[config.mk]
export PLATFORM = sky130hd
export DESIGN_NAME = pmem_arbiter
export DESIGN_NICKNAME = d
export VERILOG_FILES = /design/src/rtl/arbiter_types.sv /design/src/rtl/pmem_arbiter.sv
export SDC_FILE = /design/constraint.sdc
export NUM_CORES = 1
export LEC_CHECK = 0
export BUFFER_PORTS_ARGS = -buffer_cell sky130_fd_sc_hd__buf_2
export CELL_PAD_IN_SITES_DETAIL_PLACEMENT = 0
export CELL_PAD_IN_SITES_GLOBAL_PLACEMENT = 1
export CORE_AREA = 2 2 269 271
export DETAILED_ROUTE_END_ITERATION = 16
export DIE_AREA = 0 0 271 273
export MAX_ROUTING_LAYER = met4
export PLACE_DENSITY = 0.53
export RECOVER_POWER = 100
export SYNTH_ARGS = -nofsm -noshare
export SYNTH_HDL_FRONTEND = slang
export SYNTH_SLANG_ARGS = --single-unit
[constraint.sdc]
create_clock -name clk -period 2.2 [get_ports clk]
set_input_delay 0.22 -clock clk [delete_from_list [all_inputs] [get_ports clk]]
set_output_delay 0.22 -clock clk [all_outputs]
set_load 0.05 [all_outputs]
[src/rtl/arbiter_types.sv]
// Shared types for the pmem arbiter: FSM state encoding and requester identity.
package arbiter_types;

  typedef enum logic [1:0] {
    IDLE   = 2'd0,
    I_BUSY = 2'd1,
    D_BUSY = 2'd2,
    RESP   = 2'd3
  } arb_state_t;

  typedef enum logic {
    ICACHE = 1'b0,
    DCACHE = 1'b1
  } requester_t;

endpackage : arbiter_types

[src/rtl/pmem_arbiter.sv]
// Round-robin arbiter that serialises I-cache line reads and D-cache line
// reads/write-backs onto the single physical-memory port. Every output is a
// register; requester inputs are sampled only at grant time in IDLE.
module pmem_arbiter
  import arbiter_types::*;
#(
  parameter int ADDR_W = 16,
  parameter int LINE_W = 128
) (
  input  logic              clk,
  input  logic              reset_n,

  input  logic              icache_read,
  input  logic [ADDR_W-1:0] icache_address,
  output logic [LINE_W-1:0] icache_rdata,
  output logic              icache_resp,

  input  logic              dcache_read,
  input  logic              dcache_write,
  input  logic [ADDR_W-1:0] dcache_address,
  input  logic [LINE_W-1:0] dcache_wdata,
  output logic [LINE_W-1:0] dcache_rdata,
  output logic              dcache_resp,

  output logic              pmem_read,
  output logic              pmem_write,
  output logic [ADDR_W-1:0] pmem_address,
  output logic [LINE_W-1:0] pmem_wdata,
  input  logic [LINE_W-1:0] pmem_rdata,
  input  logic              pmem_resp
);

  // Byte offset within a line; these address bits are forced to zero.
  localparam logic [ADDR_W-1:0] OFFSET_MASK = ADDR_W'(LINE_W / 8 - 1);

  function automatic logic [ADDR_W-1:0] line_align(input logic [ADDR_W-1:0] addr);
    return addr & ~OFFSET_MASK;
  endfunction

  arb_state_t state;
  requester_t last_grant;

  logic i_pending;
  logic d_pending;
  logic grant_i;
  logic grant_d;

  // Grant decision: a lone requester wins; on a tie the one not served last wins.
  always_comb begin
    // NOTE: every always_comb output gets a value on every path; a missing
    // default here would infer a latch.
    i_pending = icache_read;
    d_pending = dcache_read | dcache_write;
    grant_d   = 1'b0;
    grant_i   = 1'b0;
    if (d_pending && (!i_pending || last_grant == ICACHE)) begin
      grant_d = 1'b1;
    end else if (i_pending) begin
      grant_i = 1'b1;
    end
  end

  // Transaction FSM: grant and latch in IDLE, hold pmem strobes until
  // pmem_resp, pulse the winner's resp for one cycle in RESP.
  always_ff @(posedge clk or negedge reset_n) begin
    // NOTE: sequential state uses non-blocking assignments only, so every
    // register samples the pre-edge values regardless of statement order.
    if (!reset_n) begin
      // NOTE: the line-wide data registers are plain flops (not a memory
      // array), so they are reset along with the control state.
      state        <= IDLE;
      last_grant   <= DCACHE;
      pmem_read    <= 1'b0;
      pmem_write   <= 1'b0;
      pmem_address <= '0;
      pmem_wdata   <= '0;
      icache_rdata <= '0;
      icache_resp  <= 1'b0;
      dcache_rdata <= '0;
      dcache_resp  <= 1'b0;
    end else begin
      unique case (state)
        IDLE: begin
          if (grant_i) begin
            state        <= I_BUSY;
            pmem_read    <= 1'b1;
            pmem_write   <= 1'b0;
            pmem_address <= line_align(icache_address);
            pmem_wdata   <= dcache_wdata;
          end else if (grant_d) begin
            // A simultaneous read and write from the D-cache is illegal;
            // the write-back is the one performed.
            state        <= D_BUSY;
            pmem_read    <= ~dcache_write;
            pmem_write   <= dcache_write;
            pmem_address <= line_align(dcache_address);
            pmem_wdata   <= dcache_wdata;
          end
        end

        I_BUSY: begin
          if (pmem_resp) begin
            state        <= RESP;
            pmem_read    <= 1'b0;
            pmem_write   <= 1'b0;
            icache_rdata <= pmem_rdata;
            icache_resp  <= 1'b1;
            last_grant   <= ICACHE;
          end
        end

        D_BUSY: begin
          if (pmem_resp) begin
            state        <= RESP;
            pmem_read    <= 1'b0;
            pmem_write   <= 1'b0;
            dcache_rdata <= pmem_rdata;
            dcache_resp  <= 1'b1;
            last_grant   <= DCACHE;
          end
        end

        RESP: begin
          state       <= IDLE;
          icache_resp <= 1'b0;
          dcache_resp <= 1'b0;
        end

        default: state <= IDLE;
      endcase
    end
  end

endmodule : pmem_arbiter

**Yosys cells after proc, flatten, opt, wreduce, memory -nomap -nowiden**

Index checks and enable logic that the tools add are counted.

- Register bits: 407
- Latch bits: 0
- RAM bits: 0
- Memory bits (read-only): 0
- Input bits: 294
- Output and inout port bits: 404
- Memories kept: 0

- $add $sub $neg: 0
- $mul: 0
- Div/mod/pow operators: 0
- $lt $le $gt $ge: 0
- Eq/ne operators: 7
- Shift-type cells: 0
- Mux-type cells: 22
- Bitwise logic cells: 3
- Reductions and logical operators: 18

Operators by type and width:

| operator | number |
|---|---|
| 2-to-1 mux 128 bit | 2 |
| 2-to-1 mux 16 bit | 2 |
| AND reduction 2 bit | 6 |
| one-hot mux 1 bit (2 select lines) | 5 |
| nonzero test 2 bit | 5 |
| 2-to-1 mux 1 bit | 9 |
| 2-to-1 mux 2 bit | 3 |
| one-hot mux 2 bit (3 select lines) | 1 |
| AND reduction 3 bit | 2 |
| == test 2 bit (second input constant) | 2 |
| inequality test 2 bit (second input constant) | 2 |
| inequality test 3 bit (second input constant) | 1 |
| == test 2 x 1 -> 1 bit (second input constant) | 1 |
| zero test 2 bit | 1 |
| inequality test 2 x 1 -> 1 bit (second input constant) | 1 |
| NOT 1 bit | 2 |
| OR reduction 2 bit | 1 |
| logical AND 1 bit | 1 |
| zero test 1 bit | 1 |
| logical OR 1 bit | 1 |
| OR 1 bit | 1 |

**Longest topological paths before layout**

- Word-level depth: 7
- Mapped depth: 8

**Least setup slack after synthesis**

OpenSTA, ideal clock, no wires.

- Path kind: register -> register
- From: reg state[0]
- To: reg pmem_read
- Setup time: 0.125 ns
- Arrival time: 1.550 ns
- Required time: 2.075 ns
- Path slack: 0.525 ns
- Stages on the path, launching flop included: 6
- Buffers on the path: 0
- Path through: dfrtp_1 > inv_1 > ha_1 > nor2b_1 > a211oi_1 > mux2_2

- Cells in the longest elaborated chain, start to end: 4
- Elaborated cells on any way between the ends: 9

Ends and longest elaborated chain:

| item | RTL line | RTL |
|---|---|---|
| start, declared | pmem_arbiter.sv:40 | `arb_state_t state;` |
| start signal, assigned | pmem_arbiter.sv:71 | `state <= IDLE;` |
| start signal, assigned | pmem_arbiter.sv:85 | `state <= I_BUSY;` |
| start signal, assigned | pmem_arbiter.sv:93 | `state <= D_BUSY;` |
| == test 2 bit / == test 2 x 1 -> 1 bit (equally long branches) | pmem_arbiter.sv:82 | `unique case (state)` |
| OR reduction 2 bit (no source line) | n/a |  |
| inequality test 2 x 1 -> 1 bit (no source line) / nonzero test 2 bit (equally long branches) | n/a |  |
| AND reduction 3 bit (no source line) | n/a |  |
| end signal, assigned | pmem_arbiter.sv:94 | `pmem_read <= ~dcache_write;` |
| end, declared | pmem_arbiter.sv:25 | `output logic pmem_read,` |

Several ways; a longest one is shown, not always the timed one.
A chain may end at the register's enable or synchronous reset.

**Final worst setup path**

- From: reg state[0]
- To: reg dcache_rdata[107]

- Cells in the longest elaborated chain, start to end: 2

Ends and longest elaborated chain:

| item | RTL line | RTL |
|---|---|---|
| == test 2 bit | pmem_arbiter.sv:82 |  |
| AND reduction 2 bit (no source line) | n/a |  |
| end signal, assigned | pmem_arbiter.sv:117 | `dcache_rdata <= pmem_rdata;` |
| end, declared | pmem_arbiter.sv:22 | `output logic [LINE_W-1:0] dcache_rdata,` |

Every way passes these cells.

==> results.sh <==
export IMPL_syn_avg_cell_area_um2=12.83
export IMPL_run_status="finished, final reports clean"
export IMPL_setup_viol_count_final=0
export IMPL_setup_repair_after_global_routing_missed_its_margin="false"
export IMPL_cp_end_kind="flop"
export IMPL_die_x_um=271
export IMPL_final_hold_viol_count=0
export IMPL_cts_tree="done"
export IMPL_cp_launch_type="flop"
export IMPL_netlist_instances=1197
export IMPL_gpl_final_weighted_congestion=0.8588
export IMPL_setup_worst_path_class="reg2reg"
export IMPL_yosysTopAreaCellShare=0.6548
export IMPL_count_of_max_cap_constraint_violations=0
export IMPL_fp_dieArea_mm2=0.07398
export IMPL_clk_pin_slew_worst_paths_ns=0.06
export IMPL_max_freq_ghz=0.4989
export IMPL_post_cts_setup_bufs=0
export IMPL_r2r_start="state[0]"
export IMPL_required_ns=2.65
export IMPL_grt_pass1_wl_um=80850
export IMPL_finish_net_count=2487
export IMPL_area_growth_synth_to_final_pct=54.73
export IMPL_global_route_usage_total=0.1441
export IMPL_core_area_mm2=0.07100
export IMPL_hp_class="in2reg"
export IMPL_post_drt_wl_per_cell_um=16.92
export IMPL_cts_root_buffer="clkbuf_16"
export IMPL_hold_path_startpoint="dcache_write"
export IMPL_synth_largest_area_cell="dfrtp_1"
export IMPL_postSynth_asyncResetShare=1.000
export IMPL_synth_cell_type_count=27
export IMPL_ctsResizeCount=0
export IMPL_io_buffer_count=685
export IMPL_grt_overflow_total=0
export IMPL_detailed_place_hpwl_um=40040
export IMPL_synth_seq_area_share=0.6565
export IMPL_synth_warning_count=0
export IMPL_tightest_slew_ns=1.200
export IMPL_cts_root_to_sink_buffers=3
export IMPL_drt_first_pass_iters=4
export IMPL_cts_sinks=403
export IMPL_cts_made_buffers=47
export IMPL_htree_num_levels=2
export IMPL_viasPerCell=3.975
export IMPL_drc_errors=0
export IMPL_drt_iter0_markers=558
export IMPL_cts_hold_repair_buffers=282
export IMPL_cell_row_count=98
export IMPL_initial_utilization=0.2164
export IMPL_layout_min_cycle_time_ns=2.004
export IMPL_drt_antenna_violating_nets=0
export IMPL_dr_total_vias=12613
export IMPL_syn_cell_area_mm2=0.01536
export IMPL_initial_antenna_violation_count=2
export IMPL_grt_start_max_net_pins=63
export IMPL_worstSetupStartpoint="state[0]"
export IMPL_post_route_setup_tns_ns=0
export IMPL_clk_insertion_delay_late_ns=0.58
export IMPL_dieHeight_um=273
export IMPL_timing_slew_headroom=0.2001
export IMPL_crit_arrival_ns=2.45
export IMPL_postSynth_topFlopCell="dfrtp_1"
export IMPL_period_share=0.9111
export IMPL_synth_seq_cells=403
export IMPL_finClkSkew_ns=0.01660
export IMPL_pin_count=698
export IMPL_final_layout_size_suffix_gt1_frac=0.2904
export IMPL_grt_pass1_vias=13571
export IMPL_synthTopCellsByArea="dfrtp_1 65%, mux2_2 19%, nand2_1 9.6%, buf_2 1.1%, buf_6 0.81%"
export IMPL_synth_edff_count=0
export IMPL_crit_fanout=18
export IMPL_timing_max_transition_violations_final=0
export IMPL_drt_total_wl_um=53700
stage by stage:
stage	std cells	hold slack (ns)	util	cell area [um2]	worst slack, ns
after floorplan	1200	-0.07559	-	15370	0.5248
after global placement	2807	0.2343	0.2825	20060	0.2800
after detailed placement	2807	0.2378	0.2825	20060	0.2336
after CTS	3171	0.04866	0.3440	24420	0.2180
after global routing	3173	0.1215	0.3348	23770	0.07198
final	3173	0.09996	0.3348	23770	0.1957
registers in the layout (all words and copies together), names as in the netlist:
register / flops
dcache_rdata: 128
dcache_resp: 1
icache_rdata: 128
icache_resp: 1
last_grant: 1
pmem_address: 12
pmem_read: 1
pmem_wdata: 128
pmem_write: 1
state: 2
logic make-up (layout without fill, tap and decap cells):
kind of cell | after synthesis | count (layout) | share of synthesized area
simple gates | 407 | 407 | 0.1001
flops | 403 | 403 | 0.6565
mux | 260 | 260 | 0.1905
buf+inv | 72 | 1093 | 0.02940
compound gates | 49 | 49 | 0.01914
fa+ha+maj | 5 | 5 | 0.004072
other cells | 1 | 6 | 0.0002441
layer usage:
metal / GRT usage / part of all wire / vias up
met1: 0.1636 / 0.40 / 6194
met3: 0.02759 / 0.049 / 105
li1: - / - / 5940
met2: 0.2492 / 0.51 / 374
met4: 0.05888 / 0.036 / 0
met5: - / 0 / -
critical path, stage by stage, from the launching register on:
cell and delay, ns:
dfrtp_1 0.39, inv_1 0.10, ha_1 0.26, nand2_4 0.33, clkbuf_4 0.41, mux2_2 0.38
final cells by class:
cell class | count | area, um2
flip-flops and latches | 403 | 10090
inverters | 4 | 15.01
fillers | 7462 | 47230
clock inverters | 7 | 107.6
multi-input cells | 725 | 4852
repair buffers | 1007 | 6082
well taps | 950 | 1189
diodes | 2 | 5.005
clock buffers | 75 | 1434
placed cells by master (no fill, tap or decap), types with 2 or more instances in the layout:
cell | synthesis | layout
a21oi_1 | 16 | 16
a31oi_1 | 12 | 12
buf_12 | 0 | 6
buf_2 | 33 | 285
buf_4 | 15 | 7
buf_6 | 11 | 2
bufinv_16 | 0 | 2
clkbuf_1 | 8 | 426
clkbuf_16 | 0 | 49
clkbuf_2 | 1 | 9
clkbuf_4 | 0 | 3
clkbuf_8 | 0 | 11
clkinv_2 | 0 | 2
clkinv_4 | 0 | 2
conb_1 | 1 | 4
dfrtp_1 | 402 | 402
diode_2 | 0 | 2
dlygate4sd3_1 | 0 | 282
ha_1 | 5 | 5
inv_1 | 4 | 4
mux2_2 | 259 | 259
nand2_1 | 391 | 389
nand2_4 | 0 | 2
nor2_1 | 12 | 12
o21ai_0 | 13 | 13
o22ai_1 | 3 | 3
final timing paths:
check	to	slack, ns	cells past startpoint
max in group asynchronous	icache_rdata[29]	0.45	3
worst max register to register	dcache_rdata[107]	0.20	5
worst max-delay path	dcache_rdata[107]	0.20	5
worst min-delay path	pmem_read	0.1	3
min in group asynchronous	dcache_rdata[69]	0.21	2
worst min register to register	pmem_wdata[85]	0.47	2
synthesized netlist by cell type (3+ instances only):
library cell and instances:
a21oi_1 16, buf_4 15, dfrtp_1 402, buf_6 11, o22ai_1 3, buf_2 33, inv_1 4, nor2_1 12
o21ai_0 13, clkbuf_1 8, a31oi_1 12, ha_1 5, nand2_1 391, mux2_2 259
Power is left out: the tool's default activity adds up to more than one toggle a clock period on the data nets, which glitch-free logic cannot reach.
